[src/rtl/rx_slicer_4ask_pkg.sv]
// Shared types and constants for the 4-ASK receive slicer.
// Symbol codes, the 18-bit 1s17 sample type and the averaging default live here.
package rx_slicer_pkg;

   localparam int unsigned SAMPLE_W         = 18;
   localparam int unsigned AVG_LOG2_DEFAULT = 12;

   typedef logic signed [SAMPLE_W-1:0] sample_t;

   typedef enum logic [1:0] {
      SYM_M3A = 2'b00,
      SYM_M1A = 2'b01,
      SYM_P1A = 2'b10,
      SYM_P3A = 2'b11
   } sym_code_t;

   typedef enum logic {
      ST_ACQUIRE = 1'b0,
      ST_TRACK   = 1'b1
   } avg_state_t;

   // |x| with the single unrepresentable magnitude (-2^17) clipped to 2^17-1.
   function automatic logic [SAMPLE_W-1:0] abs_sat(input sample_t x);
      if (x == {1'b1, {(SAMPLE_W-1){1'b0}}})
         return {1'b0, {(SAMPLE_W-1){1'b1}}};
      else if (x[SAMPLE_W-1])
         return $unsigned(-x);
      else
         return $unsigned(x);
   endfunction

endpackage

[src/rtl/rx_slicer_4ask_if.sv]
// Slicer bus bundle: strobed matched-filter sample in, decision and level status out.
// The err signal exists only when SLICER_ERR_EN is defined.
interface rx_slicer_4ask_if;
   import rx_slicer_pkg::*;

   logic      sam_clk_en;
   logic      sym_clk_en;
   sample_t   in;
   sym_code_t sym_out;
   logic      sym_valid;
   sample_t   ref_level;
   logic      locked;

`ifdef SLICER_ERR_EN
   sample_t   err;

   modport master (
      output sam_clk_en, sym_clk_en, in,
      input  sym_out, sym_valid, ref_level, locked, err
   );

   modport slave (
      input  sam_clk_en, sym_clk_en, in,
      output sym_out, sym_valid, ref_level, locked, err
   );
`else
   modport master (
      output sam_clk_en, sym_clk_en, in,
      input  sym_out, sym_valid, ref_level, locked
   );

   modport slave (
      input  sam_clk_en, sym_clk_en, in,
      output sym_out, sym_valid, ref_level, locked
   );
`endif

endinterface

[src/rtl/rx_slicer_4ask_level_averager.sv]
// Block-average of |x| producing the slicer reference level (estimated 2a)
// and the ACQUIRE/TRACK lock state.
module level_averager
   import rx_slicer_pkg::*;
#(
   parameter int unsigned AVG_LOG2 = AVG_LOG2_DEFAULT,
   parameter sample_t     REF_INIT = 18'sd65536
) (
   input  logic    clk,
   input  logic    reset,
   input  logic    samp_valid,
   input  sample_t samp,
   output sample_t ref_level,
   output logic    locked
);

   localparam int unsigned ACC_W = SAMPLE_W + AVG_LOG2;

   avg_state_t          state;
   logic [ACC_W-1:0]    acc;
   logic [ACC_W-1:0]    acc_sum;
   logic [AVG_LOG2-1:0] cnt;
   logic [SAMPLE_W-1:0] mag;
   logic                wrap;

   always_comb begin
      mag     = abs_sat(samp);
      acc_sum = acc + ACC_W'(mag);
      wrap    = samp_valid && (cnt == '1);
   end

   // The wrapping sample is folded into the average, then the block restarts empty.
   always_ff @(posedge clk or posedge reset) begin
      if (reset) begin
         state     <= ST_ACQUIRE;
         acc       <= '0;
         cnt       <= '0;
         ref_level <= REF_INIT;
         locked    <= 1'b0;
      end else begin
         if (samp_valid) begin
            cnt <= cnt + AVG_LOG2'(1);
            if (wrap) begin
               acc       <= '0;
               ref_level <= sample_t'(acc_sum >> AVG_LOG2);
            end else begin
               acc <= acc_sum;
            end
         end

         case (state)
            ST_ACQUIRE: begin
               locked <= 1'b0;
               if (wrap) begin
                  state  <= ST_TRACK;
                  locked <= 1'b1;
               end
            end
            ST_TRACK: begin
               locked <= 1'b1;
            end
            default: begin
               state  <= ST_ACQUIRE;
               locked <= 1'b0;
            end
         endcase
      end
   end

endmodule

[src/rtl/rx_slicer_4ask.sv]
// 4-ASK symbol slicer: captures the symbol-strobed sample, slices it against a
// block-averaged reference level. Optional decision-error output under SLICER_ERR_EN.
module rx_slicer_4ask
   import rx_slicer_pkg::*;
#(
   parameter int unsigned AVG_LOG2 = AVG_LOG2_DEFAULT,
   parameter sample_t     REF_INIT = 18'sd65536
) (
   input  logic             clk,
   input  logic             reset,
   rx_slicer_4ask_if.slave  bus
);

   logic                     strobe;
   logic                     cap_valid;
   sample_t                  cap_x;
   sample_t                  ref_level;
   logic                     locked;
   logic signed [SAMPLE_W:0] x_w;
   logic signed [SAMPLE_W:0] ref_w;
   sym_code_t                dec;

   assign strobe = bus.sam_clk_en && bus.sym_clk_en;

   always_ff @(posedge clk or posedge reset) begin
      if (reset) begin
         cap_valid <= 1'b0;
         cap_x     <= '0;
      end else begin
         cap_valid <= strobe;
         if (strobe)
            cap_x <= bus.in;
      end
   end

   // The averager updates on the same edge the decision registers, so the
   // decision always sees the level from before this sample's contribution.
   level_averager #(
      .AVG_LOG2 (AVG_LOG2),
      .REF_INIT (REF_INIT)
   ) u_level_averager (
      .clk        (clk),
      .reset      (reset),
      .samp_valid (cap_valid),
      .samp       (cap_x),
      .ref_level  (ref_level),
      .locked     (locked)
   );

   always_comb begin
      x_w   = {cap_x[SAMPLE_W-1], cap_x};
      ref_w = {ref_level[SAMPLE_W-1], ref_level};
      if (x_w >= ref_w)
         dec = SYM_P3A;
      else if (!x_w[SAMPLE_W])
         dec = SYM_P1A;
      else if (x_w >= -ref_w)
         dec = SYM_M1A;
      else
         dec = SYM_M3A;
   end

`ifdef SLICER_ERR_EN
   localparam logic signed [SAMPLE_W+2:0] ERR_MAX = 21'sd131071;
   localparam logic signed [SAMPLE_W+2:0] ERR_MIN = -21'sd131072;

   logic signed [SAMPLE_W+2:0] x_e;
   logic signed [SAMPLE_W+2:0] r_e;
   logic signed [SAMPLE_W+2:0] lvl;
   logic signed [SAMPLE_W+2:0] diff;
   sample_t                    err_sat;

   always_comb begin
      x_e = (SAMPLE_W+3)'(cap_x);
      r_e = (SAMPLE_W+3)'(ref_level);
      case (dec)
         SYM_P3A: lvl = (r_e + (r_e <<< 1)) >>> 1;
         SYM_P1A: lvl = r_e >>> 1;
         SYM_M1A: lvl = -(r_e >>> 1);
         default: lvl = -((r_e + (r_e <<< 1)) >>> 1);
      endcase
      diff = x_e - lvl;
      if (diff > ERR_MAX)
         err_sat = sample_t'(ERR_MAX);
      else if (diff < ERR_MIN)
         err_sat = sample_t'(ERR_MIN);
      else
         err_sat = diff[SAMPLE_W-1:0];
   end
`endif

   always_ff @(posedge clk or posedge reset) begin
      if (reset) begin
         bus.sym_out   <= SYM_M3A;
         bus.sym_valid <= 1'b0;
`ifdef SLICER_ERR_EN
         bus.err       <= '0;
`endif
      end else begin
         bus.sym_valid <= cap_valid;
         if (cap_valid) begin
            bus.sym_out <= dec;
`ifdef SLICER_ERR_EN
            bus.err     <= err_sat;
`endif
         end
      end
   end

   assign bus.ref_level = ref_level;
   assign bus.locked    = locked;

endmodule

[src/flat_wrapper.sv]
// flat-port wrapper written by rule: the top's interface ports become plain ports
module rx_slicer_4ask_flat import rx_slicer_pkg::*;
#(
   parameter int unsigned AVG_LOG2 = AVG_LOG2_DEFAULT,
   parameter sample_t     REF_INIT = 18'sd65536
)
  (clk, reset, bus_sam_clk_en, bus_sym_clk_en, bus_in, bus_sym_out, bus_sym_valid, bus_ref_level, bus_locked);
  rx_slicer_4ask_if bus_i ();
  input  logic clk;
  input  logic reset;
  input wire logic [$bits(bus_i.sam_clk_en)-1:0] bus_sam_clk_en;
  input wire logic [$bits(bus_i.sym_clk_en)-1:0] bus_sym_clk_en;
  input wire logic [$bits(bus_i.in)-1:0] bus_in;
  output wire logic [$bits(bus_i.sym_out)-1:0] bus_sym_out;
  output wire logic [$bits(bus_i.sym_valid)-1:0] bus_sym_valid;
  output wire logic [$bits(bus_i.ref_level)-1:0] bus_ref_level;
  output wire logic [$bits(bus_i.locked)-1:0] bus_locked;
  assign bus_i.sam_clk_en = bus_sam_clk_en;
  assign bus_i.sym_clk_en = bus_sym_clk_en;
  assign bus_i.in = bus_in;
  assign bus_sym_out = bus_i.sym_out;
  assign bus_sym_valid = bus_i.sym_valid;
  assign bus_ref_level = bus_i.ref_level;
  assign bus_locked = bus_i.locked;
  rx_slicer_4ask #(.AVG_LOG2(AVG_LOG2), .REF_INIT(REF_INIT)) u_core (.clk(clk), .reset(reset), .bus(bus_i));
endmodule
[config.mk]
export PLATFORM = sky130hd
export DESIGN_NAME = rx_slicer_4ask_flat
export DESIGN_NICKNAME = d
export VERILOG_FILES = /design/src/rtl/rx_slicer_4ask_pkg.sv /design/src/rtl/rx_slicer_4ask_if.sv /design/src/rtl/rx_slicer_4ask_level_averager.sv /design/src/rtl/rx_slicer_4ask.sv /design/src/flat_wrapper.sv
export SDC_FILE = /design/constraint.sdc
export NUM_CORES = 1
export LEC_CHECK = 0
export CELL_PAD_IN_SITES_DETAIL_PLACEMENT = 1
export CELL_PAD_IN_SITES_GLOBAL_PLACEMENT = 2
export CORE_MARGIN = 2
export CORE_UTILIZATION = 30
export DETAILED_ROUTE_END_ITERATION = 7
export PLACE_DENSITY_LB_ADDON = 0.1
export SLEW_MARGIN = 25
export SYNTH_ARGS = -nofsm -noshare
export SYNTH_HDL_FRONTEND = slang
export SYNTH_SLANG_ARGS = --single-unit
[constraint.sdc]
create_clock -name clk -period 5.15 [get_ports clk]
set_clock_uncertainty 0.2 [all_clocks]
set_input_delay 0.7725 -clock clk [delete_from_list [all_inputs] [get_ports clk]]
set_output_delay 0.7725 -clock clk [all_outputs]
set_load 0.01 [all_outputs]
==> results.json, run 1 <==
{
  "synth_edf_count": 0,
  "cts_buffers": 9,
  "rsz0062_at_grt": "true",
  "leakagePower_nw": 2.95,
  "fp.dieArea_sq_mm": 0.0209,
  "finalHoldViolCount": 0,
  "total_power_mw": 2.96,
  "drv_cap": 0,
  "clock_tree.buffer_depth": 2,
  "async_reset_ff_share_pct": 100,
  "firstDrtPassIters": 4,
  "synth.most_common_cell": "dfrtp_1",
  "final-max-slew-violation-count": 0,
  "start_util_pct": 30.5,
  "period_needed_ns": 4.82,
  "worst_pin_slew_ns": 0.996,
  "grt_pass1_wl_microns": 29200,
  "ant_nets": 0,
  "drt-met1-wl_microns": 9120,
  "antenna_found_initial": 0,
  "grt_pass1_vias": 5266,
  "maxSlewHeadroom_pct": 32.7,
  "clk_latency_ns": 0.35,
  "num-nets-final": 764,
  "yosys.area.top_type": "dfrtp_1",
  "viasPerCell": 5.14,
  "worst_setup_path_end_kind": "flip-flop",
  "synth_top_area_share_pct": 34.7,
  "max_freq_mhz": 207,
  "synth_top_family_by_area": "compound AO/OA/AOI/OAI gates",
  "grt_overflow": 0,
  "cp-start-kind": "flip-flop",
  "rows": 51,
  "cp_max_fo": 6,
  "layout_setup_ws_ns": 0.327,
  "cts_setup_buffers": 0,
  "vdd_ir_drop_max_v": 0.000181,
  "synthCells": 641,
  "final.fill_count": 2254,
  "outcome": "completed",
  "synth_area_sq_mm": 0.00592,
  "grtUsageTotal_pct": 18.4,
  "wirelength_microns": 18100,
  "drc_errors": 0,
  "num_antenna_cells": 0,
  "hp-class": "flip-flop to flip-flop",
  "post-route-period-util_pct": 93.6,
  "htree_num_levels": 3,
  "seqCellArea_sq_mm": 0.00208,
  "fp.dieW_microns": 144,
  "drt-wirelength-per-cell_microns": 19.0,
  "fin_cells": 953,
  "dp.cells": 937,
  "cp.arrival_ns": 4.86,
  "cts_tree": "yes",
  "wl_met3_microns": 383,
  "final_util_pct": 36.2,
  "synth.area.top_cells": "dfrtp_1 35%, ha_1 12%, xnor2_1 5.3%, nand2_1 4.6%, mux2_2 3.4%",
  "drive_gt1_share_pct": 9.01,
  "route.met2.wl_microns": 8220,
  "synth_compound_area_share_pct": 19.9,
  "root_buffer": "clkbuf_16",
  "clk_pin_slew_ns": 0.07,
  "area_growth_pct": 18.8,
  "hpwl_microns": 13700,
  "globalplace.congestion": 0.857,
  "synth-simple-area-share_pct": 16.3,
  "port_buffers": 43,
  "ys_top_cells_by_count": "82 x dfrtp_1, 73 x nand2_1, 58 x ha_1",
  "drt_iter0_markers": 183,
  "synth_nets": 722,
  "ys_types": 61,
  "routed.top_layer": "met4",
  "ys_ff_latch": 83,
  "p_per_area_mw_per_mm2": 420,
  "core_sq_mm": 0.0194,
  "avgSynthCellArea_sq_um": 9.23,
  "ios": 44,
  "synth_fa_ha_area_share_pct": 12.6,
  "synth-main-ff-cell": "dfrtp_1",
  "cp.required_ns": 5.18,
  "place_ws_ns": 0.322,
  "setup_viol": 0,
  "synth_xor_area_share_pct": 8.14,
  "synth_warnings": 0,
  "die_h_microns": 144,
  "multi_input_area_sq_mm": 0.00360,
  "cts.sinks": 83,
  "synthMuxAreaShare_pct": 3.59,
  "vias": 4902,
  "grt_max_degree": 57,
  "ys_seq_area_share_pct": 35.1,
  "critPathKind": "flip-flop to flip-flop"
}
==> report_power, final <==
group,leakage (nW),internal (mW),total (mW),switching (mW)
clock,0.179,0.514,0.796,0.283
combinational,1.71,0.531,1.26,0.730
sequential,1.06,0.775,0.898,0.123
==> cell usage in the layout, fill, tap and decap left out, types with 6 or more instances in the layout <==
master	netlist	final
dfrtp_1	82	82
nand2_1	73	73
ha_1	58	58
clkdlybuf4s50_1	0	43
inv_1	40	39
xnor2_1	36	36
o21ai_0	36	36
nor2_1	33	33
a21oi_1	28	28
xor2_1	19	19
mux2_2	18	18
a21o_1	18	18
nor3_1	16	16
nand4_1	13	13
o2bb2ai_1	11	11
o31ai_1	10	10
a31oi_1	10	10
buf_4	1	10
nand3_1	9	9
clkbuf_16	0	9
nor2b_1	8	8
o211ai_1	8	8
and3_1	7	7
o21ai_1	7	7
or4_1	6	6
==> final cells by class <==
class / count / area share [%]
timing repair buffer: 53 / 7.19
inverter: 40 / 2.21
clock buffer: 12 / 3.79
multi-input combinational: 496 / 51.2
clock inverter: 4 / 1.35
tap: 265 / 4.72
sequential: 83 / 29.6
==> path summary, 6_finish.rpt <==
kind	start	to	slack [ns]	cells after the start
setup / recovery	u_core.cap_x[13]	u_core.u_level_averager.acc[28]	0.33	14
hold / removal	u_core.u_level_averager.locked	u_core.u_level_averager.locked	0.27	1
setup reg to reg	u_core.cap_x[13]	u_core.u_level_averager.acc[28]	0.33	14
hold reg to reg	u_core.u_level_averager.locked	u_core.u_level_averager.locked	0.27	1
max in group asynchronous	reset	u_core.u_level_averager.ref_level[16]	3.27	3
min in group asynchronous	reset	u_core.bus.sym_valid	0.64	2
==> logic make-up after synthesis <==
| logic type | Yosys count |
|---|---|
| AOI/OAI and AO/OA | 169 |
| xor gates and xnor gates | 55 |
| adders and majority gates | 59 |
| buffers and inverters | 62 |
| DFF | 83 |
| muxes | 19 |
| and+or+nand+nor | 194 |
==> per-layer routing <==
| metal | global-route usage (%) | up-vias |
|---|---|---|
| met3 | 2.78 | 22 |
| met5 | 0 | - |
| met4 | 5.67 | 0 |
| li1 | - | 2413 |
| met2 | 29.3 | 52 |
| met1 | 25.7 | 2415 |
==> worst max-delay path, cell delays in order, from the launching register on <==
cell	delay [ns]
dfrtp_1	0.45
or4_1	0.60
nor4b_1	0.56
nand2_1	0.23
nand2_1	0.12
ha_1	0.19
inv_1	0.06
fa_1	0.38
nor2b_1	0.24
o2111ai_1	0.17
a21oi_1	0.29
o21ai_1	0.33
a2111oi_2	0.50
o21ai_0	0.13
a22o_1	0.25
==> registers in the layout, summed over array words and instances (netlist names) <==
register	cells
u_core.cap_valid	1
u_core.u_level_averager.cnt	12
u_core.u_level_averager.locked	1
u_core.u_level_averager.ref_level	18
u_core.bus.sym_valid	1
u_core.bus.sym_out	2
u_core.u_level_averager.acc	30
u_core.cap_x	18
==> per-stage QoR <==
| step | cell area (sq um) | hold slack (ns) | TNS [ns] |
|---|---|---|---|
| after floorplan | 5920 | 0.172 | 0 |
| after global placement | 6650 | 0.252 | 0 |
| after detailed placement | 6660 | 0.261 | 0 |
| after CTS | 7020 | 0.273 | 0 |
| after global routing | 7030 | 0.300 | -0.0744 |
| final | 7030 | 0.271 | 0 |
==> repair_timing <==
item,4_1_cts,5_1_grt
gates resized for setup,0,2
setup endpoints to repair,0,7
hold buffers,0,0
Note: power is estimated with default switching activity, not from simulation.
==> run 2, diff against run 1 <==
- GPL_TIMING_DRIVEN: unset -> 0
==> results.json, run 2 (synthesis results as in run 1) <==
{
  "outcome": "completed",
  "hp-start": "u_core.cap_valid",
  "timing.rr.end": "u_core.u_level_averager.ref_level[8]",
  "start_util_pct": 30.5,
  "cts_setup_buffers": 0,
  "root_buffer": "clkbuf_16",
  "postCtsHoldBufs": 0,
  "final_cell_mix": "82 x dfrtp_1, 73 x nand2_1, 58 x ha_1",
  "cp_max_fo": 6,
  "cp.required_ns": 5.17,
  "path_cells": "or3_4 > or4_4 > or4_4 > o21ai_1 > xor2_1 > nand2_1 > ha_1 > a21oi_1 > o21bai_1 > a21oi_1 > a21oi_1 > xnor2_1 > o21ai_0",
  "min_path_cells": 0,
  "crit_slowest_cell": "a21oi_1",
  "setup_tns_ns": 0,
  "max_freq_mhz": 210,
  "place_area_sq_mm": 0.00671,
  "die_h_microns": 144,
  "globalplace.congestion": 0.822,
  "power_switching_share_pct": 41.1,
  "port_buffers": 43,
  "vdd_ir_drop_max_v": 0.000186,
  "clk_pin_slew_ns": 0.07,
  "hpwl_microns": 14600,
  "num-nets-final": 777,
  "hp-class": "flip-flop to flip-flop",
  "power.share.clock_pct": 23.4,
  "cts.sinks": 83,
  "largest_registers": "u_core.u_level_averager.acc: 30 flops, u_core.cap_x: 18 flops, u_core.u_level_averager.ref_level: 18 flops",
  "min_to": "u_core.bus.sym_valid",
  "post-route-period-util_pct": 92.4,
  "viasPerCell": 5.20,
  "grt_pass1_wl_microns": 30300,
  "drive_gt1_share_pct": 9.13,
  "crit_top_cell": "a21oi_1",
  "grt_pass1_vias": 5495,
  "clock_tree.buffer_depth": 2,
  "htree_num_levels": 3,
  "drt_iter0_markers": 177,
  "p_sw_mw": 1.19,
  "pwr-share-comb_pct": 44.7,
  "cts_tree": "yes",
  "worst_pin_slew_ns": 0.942,
  "ant_nets": 0,
  "leakagePower_nw": 2.93,
  "rsz0062_at_grt": "false",
  "finalHoldViolCount": 0,
  "firstDrtPassIters": 4,
  "clk_latency_ns": 0.36,
  "final.fill_count": 2245,
  "fp.dieArea_sq_mm": 0.0209,
  "vias": 5022,
  "area_growth_pct": 19.6,
  "fp.dieW_microns": 144,
  "rows": 51,
  "critPathKind": "flip-flop to flip-flop",
  "mostFrequentLayoutCell": "dfrtp_1",
  "power_frac_seq_pct": 31.9,
  "drt-wirelength-per-cell_microns": 19.4,
  "num_antenna_cells": 0,
  "regMostFlops": "u_core.u_level_averager.acc",
  "grt_max_degree": 61,
  "reg2reg_depth": 13,
  "core_sq_mm": 0.0194,
  "rr_startpoint": "u_core.cap_x[5]",
  "setup_viol": 0,
  "cp.arrival_ns": 4.78,
  "cts_buffers": 9,
  "critPathMaxStageDelay_ns": 0.75,
  "antenna_found_initial": 0,
  "worst_setup_path_end_kind": "flip-flop",
  "drv_cap": 0,
  "cp-start-kind": "flip-flop",
  "final-max-slew-violation-count": 0,
  "period_needed_ns": 4.76,
  "grtUsageTotal_pct": 19.2,
  "drc_errors": 0,
  "ios": 44,
  "r2r_setup_slack_ns": 0.39,
  "p_per_area_mw_per_mm2": 408,
  "grt_overflow": 0,
  "internal-power_mw": 1.70,
  "wirelength_microns": 18700,
  "largest_reg_flops": 30,
  "final_area_sq_mm": 0.00708,
  "maxSlewHeadroom_pct": 37.2
}
-- run 2: repair_timing --
action	in CTS	in global routing
gates cloned	0	0
setup endpoints to repair	6	21
endpoints found under the hold margin	0	0
gates resized for setup	1	8
-- run 2: routing by layer --
metal | vias up | global-route usage (%) | share of wire [%] | wire length (microns)
met5 | - | 0 | 0 | 0
met4 | 0 | 4.04 | 1.2 | 222
met3 | 15 | 3.41 | 2.2 | 408
met2 | 46 | 33.1 | 48 | 9040
met1 | 2516 | 25.3 | 48 | 9030
li1 | 2445 | - | - | -
-- run 2: worst max path at each step --
stage	start	end	slack, ns	cells past startpoint
global route	u_core.cap_x[4]	u_core.u_level_averager.acc[28]	0.1	15
global placement	u_core.cap_x[13]	u_core.u_level_averager.ref_level[12]	-0.003	14
CTS	u_core.cap_x[5]	u_core.u_level_averager.acc[26]	0.01	15
floorplan	u_core.cap_x[5]	u_core.u_level_averager.acc[28]	0.97	15
detailed placement	u_core.cap_x[13]	u_core.u_level_averager.acc[26]	-0.10	14
finish	u_core.cap_x[5]	u_core.u_level_averager.ref_level[8]	0.39	13
-- run 2: power groups by stage --
| stage | clock network, mW | logic, mW | registers [mW] |
|---|---|---|---|
| final | 0.677 | 1.29 | 0.920 |
| after global routing | 0.732 | 1.48 | 0.943 |
| after CTS | 0.704 | 1.29 | 0.919 |
| after detailed placement | 0 | 1.28 | 0.927 |
| after global placement | 0 | 1.25 | 0.922 |
| after floorplan | 0 | 0.967 | 0.878 |
-- run 2: through the flow --
step                cells  util, %  worst slack, ns  hold WS, ns  power [mW]
floorplan             641        -            0.966        0.172        1.85
global route          966     36.5           0.0981        0.293        3.15
finish                966     36.5            0.389        0.264        2.89
global placement      949     34.4         -0.00314        0.247        2.17
CTS                   966     36.2          0.00952        0.285        2.91
detailed placement    950     34.6           -0.100        0.253        2.21
-- run 2: cell type report --
type,instances,area [sq um],area share (%)
buffer,22,105,1.48
clock buffer,9,225,3.18
clock inverter,7,75.1,1.06
inverter,40,155,2.19
multi-input combinational,496,3650,51.6
sequential,83,2080,29.4
tap,265,332,4.68
timing repair buffer,44,458,6.47
-- run 2: critical path, delay by kind of cell (launching register included) --
family | cells | cell delay [ns]
adder cells (fa/ha/maj) | 1 | 0.33
flip-flops | 1 | 0.49
AND/OR/NAND/NOR | 4 | 1.55
XOR/XNOR | 2 | 0.44
AO/OA/AOI/OAI | 6 | 1.62
==> run 3, diff against run 2 <==
- CORE_MARGIN: 2 -> unset
==> results.json, run 3 (synthesis results as in run 1) <==
{
  "outcome": "finished, violations left",
  "violations": "design-rule violations",
  "vdd_ir_drop_max_v": 0.000174,
  "crit_end": "u_core.u_level_averager.acc[28]",
  "num_antenna_cells": 0,
  "drt-wirelength-per-cell_microns": 18.9,
  "grtUsageTotal_pct": 19.5,
  "setup_viol": 0,
  "ant_nets": 0,
  "timing.rr.end": "u_core.u_level_averager.acc[28]",
  "antenna_found_initial": 0,
  "final.fill_count": 2280,
  "maxSlewHeadroom_pct": 38.9,
  "grt_pass1_wl_microns": 29900,
  "final_util_pct": 36.6,
  "area_growth_pct": 19.8,
  "route.met2.wl_microns": 8640,
  "hp-class": "flip-flop to flip-flop",
  "hpwl_microns": 14300,
  "grt_overflow": 0,
  "drive_gt1_share_pct": 9.13,
  "grt_pass1_vias": 5246,
  "clock_tree.buffer_depth": 2,
  "cp-start-kind": "flip-flop",
  "worstSetupStartpoint": "u_core.cap_x[4]",
  "regMostFlops": "u_core.u_level_averager.acc",
  "largest_reg_flops": 30,
  "leakagePower_nw": 2.94,
  "dp.cells": 950,
  "fin_cells": 966,
  "post-route-period-util_pct": 92.8,
  "drt-met1-wl_microns": 9100,
  "clk_latency_ns": 0.35,
  "drt_iter0_markers": 189,
  "htree_num_levels": 3,
  "fp.dieArea_sq_mm": 0.0203,
  "num-nets-final": 777,
  "wl_met3_microns": 255,
  "period_needed_ns": 4.78,
  "mostFrequentLayoutCell": "dfrtp_1",
  "seqCellArea_sq_mm": 0.00208,
  "cp.arrival_ns": 4.82,
  "wirelength_microns": 18200,
  "cp.required_ns": 5.19,
  "viasPerCell": 5.17,
  "globalplace.congestion": 0.830,
  "cp_max_fo": 6,
  "rr_startpoint": "u_core.cap_x[4]",
  "ios": 44,
  "die_h_microns": 142,
  "reg2reg_depth": 15,
  "firstDrtPassIters": 6,
  "r2r_setup_slack_ns": 0.37,
  "rows": 51,
  "total_power_mw": 2.93,
  "finalHoldViolCount": 0,
  "start_util_pct": 30.5,
  "root_buffer": "clkbuf_16",
  "max_freq_mhz": 209,
  "cts.sinks": 83,
  "clk_pin_slew_ns": 0.07,
  "drc_errors": 2,
  "routed.top_layer": "met4",
  "port_buffers": 43,
  "vias": 4994,
  "worst_pin_slew_ns": 0.904,
  "worst_setup_path_end_kind": "flip-flop",
  "grt_max_degree": 68,
  "p_per_area_mw_per_mm2": 413,
  "cts_tree": "yes",
  "cts_buffers": 9,
  "largest_registers": "u_core.u_level_averager.acc: 30 flops, u_core.cap_x: 18 flops, u_core.u_level_averager.ref_level: 18 flops",
  "drv_cap": 0,
  "cts_setup_buffers": 0,
  "fp.dieW_microns": 142,
  "postCtsHoldBufs": 0,
  "core_sq_mm": 0.0194,
  "critPathKind": "flip-flop to flip-flop",
  "multi_input_area_sq_mm": 0.00364,
  "cts_resized": 2,
  "final_cell_mix": "82 x dfrtp_1, 73 x nand2_1, 58 x ha_1",
  "final-max-slew-violation-count": 0,
  "rsz0062_at_grt": "false"
}
run 3: changes by cell type in the layout (fill, tap and decap cells not counted):
cell / previous run / this run
clkinvlp_4: 0 / 1
clkinv_4: 2 / 0
bufinv_16: 1 / 2
clkinv_2: 2 / 1
a2111oi_2: 0 / 1
a2111oi_4: 3 / 2
inv_6: 3 / 4
run 3: worst min path at each step:
| stage | from | to | slack (ns) | depth (start not counted) |
|---|---|---|---|---|
| finish | u_core.cap_valid | u_core.bus.sym_valid | 0.25 | 0 |
| global route | u_core.cap_valid | u_core.bus.sym_valid | 0.28 | 0 |
| CTS | u_core.cap_valid | u_core.bus.sym_valid | 0.27 | 0 |
| detailed placement | u_core.cap_valid | u_core.bus.sym_valid | 0.24 | 0 |
| global placement | u_core.cap_valid | u_core.bus.sym_valid | 0.25 | 0 |
| floorplan | u_core.cap_valid | u_core.bus.sym_valid | 0.17 | 0 |
run 3: area by class of cell:
| cell class | instances | share of cell area, % |
|---|---|---|
| clock buffer | 9 | 3.18 |
| tap | 265 | 4.68 |
| inverter | 40 | 2.19 |
| clock inverter | 7 | 1.39 |
| sequential | 83 | 29.3 |
| timing repair buffer | 44 | 6.46 |
| multi-input combinational | 496 | 51.3 |
| buffer | 22 | 1.48 |
run 3: routing by layer:
layer / track usage (%) / up-vias
met5: 0 / -
met4: 5.43 / 0
met3: 2.05 / 15
met2: 32.6 / 42
met1: 26.5 / 2498
li1: - / 2439
run 3: metrics by stage:
stage	setup WS, ns	hold slack [ns]	instance area [sq um]	setup TNS [ns]
floorplan	0.966	0.172	5920	0
global placement	-0.00185	0.251	6680	-0.00399
detailed placement	-0.0288	0.244	6710	-0.0908
CTS	0.0911	0.266	7050	0
global route	0.0251	0.278	7090	0
finish	0.371	0.248	7090	0
run 3: where the power goes:
part	leakage, nW	internal [mW]	switching (mW)
Sequential	1.06	0.774	0.139
Clock	0.157	0.430	0.300
Combinational	1.73	0.545	0.740
Total	2.94	1.75	1.18
run 3: critical path: stages (launching register included):
cell,delay [ns]
dfrtp_1,0.49
or3_4,0.43
or4_4,0.46
nor4_2,0.24
nand2_1,0.24
nand2_1,0.18
ha_1,0.22
inv_1,0.07
fa_1,0.37
nor2b_1,0.22
o2111ai_1,0.19
a21oi_2,0.26
o21ai_2,0.20
a2111oi_2,0.48
o21ai_0,0.13
a22o_1,0.26
